<file path="config.mk">
export PLATFORM = sky130hd
export DESIGN_NAME = uart_byte_packer_flat
export DESIGN_NICKNAME = d
export VERILOG_FILES = /design/src/rtl/uart_byte_packer_if.sv /design/src/rtl/uart_byte_packer.sv /design/src/flat_wrapper.sv
export SDC_FILE = /design/constraint.sdc
export NUM_CORES = 1
export LEC_CHECK = 0
export CELL_PAD_IN_SITES_DETAIL_PLACEMENT = 1
export CELL_PAD_IN_SITES_GLOBAL_PLACEMENT = 1
export CORE_MARGIN = 2
export CORE_UTILIZATION = 35
export DETAILED_ROUTE_END_ITERATION = 10
export PLACE_DENSITY_LB_ADDON = 0.05
export SLEW_MARGIN = 20
export SYNTH_ARGS = -nofsm -noshare
export SYNTH_HDL_FRONTEND = slang
export SYNTH_SLANG_ARGS = --single-unit
</file>
<file path="constraint.sdc">
create_clock -name clk -period 3.47 [get_ports clk]
set_input_delay 0.347 -clock clk [delete_from_list [all_inputs] [get_ports clk]]
set_output_delay 0.347 -clock clk [all_outputs]
set_load 0.02 [all_outputs]
</file>
<file path="src/rtl/uart_byte_packer_if.sv">
// uart_byte_packer_if: byte-in / packed-word-out bus of the UART byte packer.
// The master modport is the packer's own view (it accepts beats and drives
// the packed word); the slave modport is the view of its surroundings (the
// UART receiver feeding beats and the downstream consumer taking words).
interface uart_byte_packer_if #(
  parameter int W_IN  = 8,
  parameter int W_OUT = 224
);
  logic             s_valid;
  logic [W_IN-1:0]  s_data;
  logic             s_ready;
  logic             m_valid;
  logic             m_ready;
  logic [W_OUT-1:0] m_data;

  modport master (
    input  s_valid, s_data, m_ready,
    output s_ready, m_valid, m_data
  );

  modport slave (
    output s_valid, s_data, m_ready,
    input  s_ready, m_valid, m_data
  );
endinterface

</file>
<file path="src/rtl/uart_byte_packer.sv">
// uart_byte_packer: collects W_IN-bit UART beats little-endian into one
// W_OUT-bit word and offers it on an AXI-Stream style valid/ready port.
// The output word sits in its own register, so the next word keeps filling
// while the previous one waits for m_ready. A beat that arrives while the
// packer is stalled on its final beat is dropped and flagged on overrun.
// Optional feature macro: UART_BYTE_PACKER_TIMEOUT_EN -- discards a partial
// word after TIMEOUT_CYCLES idle clocks and pulses timeout.
module uart_byte_packer #(
  parameter int W_IN           = 8,
  parameter int W_OUT          = 224,
  parameter int TIMEOUT_CYCLES = 2_000_000
) (
  input  logic               clk,
  input  logic               rst,
  uart_byte_packer_if.master bus,
  output logic               overrun,
  output logic               timeout
);

  localparam int NUM_BEATS = (W_OUT + W_IN - 1) / W_IN;
  localparam int ACC_W     = NUM_BEATS * W_IN;
  localparam int CNT_W     = (NUM_BEATS > 1) ? $clog2(NUM_BEATS) : 1;
  localparam logic [CNT_W-1:0] LAST_BEAT = CNT_W'(NUM_BEATS - 1);

  logic [CNT_W-1:0] cnt;
  logic [ACC_W-1:0] acc;
  logic [ACC_W-1:0] merged;
  logic [W_OUT-1:0] out_word;
  logic             out_valid;
  logic             overrun_q;
  logic             last_beat;
  logic             s_ready_int;
  logic             accept;

  // Only the final beat can stall: it needs the output register to be free
  // (or being emptied this very cycle).
  assign last_beat   = (cnt == LAST_BEAT);
  assign s_ready_int = !(last_beat && out_valid && !bus.m_ready);
  assign accept      = bus.s_valid && s_ready_int;

  assign bus.s_ready = s_ready_int;
  assign bus.m_valid = out_valid;
  assign bus.m_data  = out_word;
  assign overrun     = overrun_q;

  // Drop the incoming beat into its little-endian slot of the word in progress
  always_comb begin
    merged = acc;
    merged[int'(cnt) * W_IN +: W_IN] = bus.s_data;
  end

`ifdef UART_BYTE_PACKER_TIMEOUT_EN
  logic [31:0] idle_cnt;
  logic        idle_expired;
  logic        timeout_q;

  assign idle_expired = (cnt != '0) && (idle_cnt == 32'(TIMEOUT_CYCLES - 1));
  assign timeout      = timeout_q;

  // Count idle clocks while a partial word is pending and flag its discard
  always_ff @(posedge clk) begin
    if (rst) begin
      idle_cnt  <= '0;
      timeout_q <= 1'b0;
    end else begin
      timeout_q <= !accept && idle_expired;
      if (accept || (cnt == '0) || idle_expired) begin
        idle_cnt <= '0;
      end else begin
        idle_cnt <= idle_cnt + 32'd1;
      end
    end
  end
`else
  logic unused_timeout_cfg;

  assign unused_timeout_cfg = ^TIMEOUT_CYCLES;
  assign timeout            = 1'b0;
`endif

  // Beat counter and accumulator; both restart once a word is handed over
  always_ff @(posedge clk) begin
    if (rst) begin
      cnt <= '0;
      acc <= '0;
    end else if (accept) begin
      if (last_beat) begin
        cnt <= '0;
        acc <= '0;
      end else begin
        cnt <= cnt + 1'b1;
        acc <= merged;
      end
    end
`ifdef UART_BYTE_PACKER_TIMEOUT_EN
    else if (idle_expired) begin
      cnt <= '0;
      acc <= '0;
    end
`endif
  end

  // Output word register: reload on completion, otherwise hold until taken
  always_ff @(posedge clk) begin
    if (rst) begin
      out_word  <= '0;
      out_valid <= 1'b0;
    end else if (accept && last_beat) begin
      out_word  <= merged[W_OUT-1:0];
      out_valid <= 1'b1;
    end else if (out_valid && bus.m_ready) begin
      out_valid <= 1'b0;
    end
  end

  // One-cycle flag for a beat that arrived while the packer was stalled
  always_ff @(posedge clk) begin
    if (rst) begin
      overrun_q <= 1'b0;
    end else begin
      overrun_q <= bus.s_valid && !s_ready_int;
    end
  end

endmodule

</file>
<file path="src/flat_wrapper.sv">
// flat-port wrapper written by rule: the top's interface ports become plain ports
module uart_byte_packer_flat 
#(
  parameter int W_IN           = 8,
  parameter int W_OUT          = 224,
  parameter int TIMEOUT_CYCLES = 2_000_000
)
  (clk, rst, overrun, timeout, bus_s_valid, bus_s_data, bus_m_ready, bus_s_ready, bus_m_valid, bus_m_data);
  uart_byte_packer_if #(.W_IN(W_IN), .W_OUT(W_OUT)) bus_i ();
  input  logic clk;
  input  logic rst;
  output logic overrun;
  output logic timeout;
  input wire logic [$bits(bus_i.s_valid)-1:0] bus_s_valid;
  input wire logic [$bits(bus_i.s_data)-1:0] bus_s_data;
  input wire logic [$bits(bus_i.m_ready)-1:0] bus_m_ready;
  output wire logic [$bits(bus_i.s_ready)-1:0] bus_s_ready;
  output wire logic [$bits(bus_i.m_valid)-1:0] bus_m_valid;
  output wire logic [$bits(bus_i.m_data)-1:0] bus_m_data;
  assign bus_i.s_valid = bus_s_valid;
  assign bus_i.s_data = bus_s_data;
  assign bus_i.m_ready = bus_m_ready;
  assign bus_s_ready = bus_i.s_ready;
  assign bus_m_valid = bus_i.m_valid;
  assign bus_m_data = bus_i.m_data;
  uart_byte_packer #(.W_IN(W_IN), .W_OUT(W_OUT), .TIMEOUT_CYCLES(TIMEOUT_CYCLES)) u_core (.clk(clk), .rst(rst), .bus(bus_i), .overrun(overrun), .timeout(timeout));
endmodule
</file>
==> impl_metrics.py <==
metrics = {
    "finish": {
        "area_growth_syn_to_layout_pct": 29.8,
        "final_core_util_pct": 46.0,
        "stdcell_count": 2517,
        "layout_commonest_cell": "dfxtp_1",
        "diodes": 0,
        "drive_above_1_share_pct": 11.3,
        "fin_nets": 1875,
        "final_area_sq_mm": 0.0219,
        "layout_common_cells": "dfxtp_1, clkdlybuf4s50_1, a22o_1",
    },
    "critical_path": {
        "worst-path-buf-inv": 1,
        "worstPathRequired_ps": 4010,
        "critPathArrivalTime_ps": 3680,
        "ff2ff_setup_slack_ps": 320,
        "crit_path_end_kind": "flip-flop",
        "critPathTopFamily": "compound AO/OA/AOI/OAI gates",
        "crit_fanout": 10,
        "critical_path.max_stage_delay_ps": 590,
        "cp_slowest_cell": "a31oi_2",
        "worstSetupPathType": "reg2reg",
        "cp_common_cell": "ha_1",
        "crit_chain": "inv_1 -> ha_1 -> nor3b_1 -> ha_1 -> o311a_1 -> a31oi_2 -> nor2_1 -> o21ai_1 -> a22o_1",
        "start_kind": "flip-flop",
    },
    "timing": {
        "fmax_mhz": 318,
        "maxSlewViolCount": 0,
        "setup_viol": 0,
        "holdWs_ps": 457,
        "worst_pin_slew_ps": 965,
        "rsz0062_at_grt": "false",
        "finalCritPeriodShare_pct": 90.7,
        "slew_headroom_pct": 35.1,
        "min_period_ps": 3150,
        "finalHoldViolations": 0,
        "fin_skew_ps": 20.1,
        "tns_ps": 0,
    },
    "route": {
        "drc": 0,
        "routedWlPerCell_um": 23.8,
        "drt-met1-wl_mm": 28.9,
        "first_iter_violations": 789,
        "wl_met3_mm": 2.78,
        "first_pass_iters": 5,
        "vias": 14100,
        "antenna_left": 0,
        "finalWirelength_mm": 60.0,
        "maxUsedRoutingLayer": "met4",
        "wl_met2_mm": 27.2,
        "via_per_inst": 5.61,
    },
    "clock_network": {
        "cts_tree": "yes",
        "path_clk_slew_ps": 60,
        "root_buffer": "clkbuf_16",
        "htreeDepth": 2,
        "cts_made_buffers": 51,
        "clock_latency_ps": 600,
        "clock_path_buffers": 3,
        "clkSinkCount": 455,
        "post_cts_buffers": 0,
    },
    "global_route": {
        "grt_start_max_net_pins": 150,
        "overflow": 0,
        "grt_pass1_wl_mm": 91.2,
        "antenna_found_initial": 0,
        "track_usage_pct": 23.6,
        "grt_pass1_vias": 14400,
    },
    "power_and_ir_drop": {
        "ir_drop_uv": 323,
        "p_leak_nw": 8.04,
        "p_per_area_mw_per_mm2": 527,
    },
    "logic_synthesis": {
        "yosysSeqAreaShare_pct": 54.0,
        "ys_types": 64,
        "ys_async_sr_fraction_pct": 0,
        "ys_warn_count": 0,
        "synth_area_per_cell_sq_um": 10.4,
        "synth_seq_cells": 455,
        "synth_cells": 1621,
        "synth_ff_type": "dfxtp_1",
        "synth_edf_count": 0,
        "synth_area_sq_mm": 0.0169,
        "syn_nets": 1636,
    },
    "place": {
        "hpwlAfterDp_mm": 41.4,
        "io_buffers": 238,
        "dpl_cell_area_sq_mm": 0.0201,
        "place.gp.congestion": 0.869,
        "dp_cells": 2422,
    },
    "hold_path": {
        "hp-class": "reg2reg",
    },
    "floorplanning": {
        "dieHeight_um": 224,
        "initial_core_util_pct": 35.4,
        "die-area_sq_mm": 0.0500,
        "die_w_um": 224,
        "fp-row-count": 80,
        "io_pins": 240,
        "core_sq_mm": 0.0476,
    },
    "status": {
        "run_status": "complete, no violations",
    },
    "job": {
        "drv_cap": 0,
    },
}
==> worst min-delay path, cell delays in order, from the launching register on <==
cell and delay (ps):
dfxtp_1 310, nand2_1 50, o21ai_1 50
==> layout make-up <==
cell class	instances	area, sq um
fill	5195	25700
sequential	455	9110
multi-input combinational	1023	7160
timing repair buffer	323	3060
clock buffer	75	1530
tap	615	769
clock inverter	20	265
inverter	6	22.5
==> sequential cells by signal, summed over array words and instances, names as in the netlist <==
signal / count
u_core.overrun: 1
u_core.cnt: 5
u_core.acc: 224
u_core.bus.m_data: 224
u_core.bus.m_valid: 1
==> logic make-up after synthesis <==
group	after synthesis	share of synthesized area, %
DFF	455	54.0
adders and majority gates	3	0.222
and+or+nand+nor	486	14.7
xor gates and xnor gates	5	0.304
muxes	36	2.13
buffers and inverters	143	3.88
AOI/OAI and AO/OA	492	24.8
other	1	0.0222
==> through the flow <==
step | setup slack, ps | power (mW)
6_report | 323 | 11.5
5_1_grt | 103 | 11.9
4_1_cts | 250 | 11.7
3_5_place_dp | 248 | 5.93
3_3_place_gp | 392 | 5.92
2_1_floorplan | 204 | 5.68
==> synth_stat cells, drive strengths merged (4+ instances only) <==
| library cell | count | area, sq um |
|---|---|---|
| dfxtp | 455 | 9110 |
| a22o | 202 | 1770 |
| nand2 | 158 | 596 |
| nand3 | 97 | 498 |
| clkbuf | 80 | 300 |
| nor2 | 79 | 304 |
| o21ai | 73 | 403 |
| a221o | 63 | 631 |
| buf | 57 | 333 |
| a32o | 46 | 460 |
| and3 | 44 | 275 |
| o2bb2ai | 39 | 342 |
| mux2i | 36 | 360 |
| o211ai | 34 | 269 |
| and2 | 21 | 131 |
| nor4 | 19 | 228 |
| nor3 | 14 | 80.1 |
| nand4 | 13 | 81.3 |
| nor2b | 12 | 75.1 |
| a21o | 11 | 82.6 |
| nand2b | 8 | 50.1 |
| a21oi | 7 | 50.0 |
| inv | 6 | 22.5 |
| or3 | 5 | 31.3 |
| or4 | 5 | 41.3 |
| or2 | 4 | 25.0 |
==> report_power, final <==
part	switching [mW]	internal (mW)
Clock	2.23	3.49
Sequential	0.00275	5.23
Combinational	0.457	0.135
Total	2.69	8.86
==> path summary, 6_finish.rpt <==
| kind | cells past startpoint | startpoint | to |
|---|---|---|---|
| worst max-delay path | 9 | u_core.cnt[0]$_SDFFE_PP0P_ | u_core.acc[92]$_SDFFE_PP0P_ |
| worst min-delay path | 2 | u_core.bus.m_data[212]$_SDFFE_PP0P_ | u_core.bus.m_data[212]$_SDFFE_PP0P_ |
| worst max register to register | 9 | u_core.cnt[0]$_SDFFE_PP0P_ | u_core.acc[92]$_SDFFE_PP0P_ |
| worst min register to register | 2 | u_core.bus.m_data[212]$_SDFFE_PP0P_ | u_core.bus.m_data[212]$_SDFFE_PP0P_ |
==> repair_timing <==
item                                    CTS  global route
resized for setup                         0             1
endpoints found under the setup margin    0             8
hold buffers                              0             0
==> per-layer routing <==
metal / vias to the layer above / track usage (%)
li1: 6605 / -
met1: 7113 / 33.7
met2: 340 / 37.4
met3: 72 / 3.74
met4: 0 / 5.46
met5: - / 0
(Power assumes the default switching activity.)
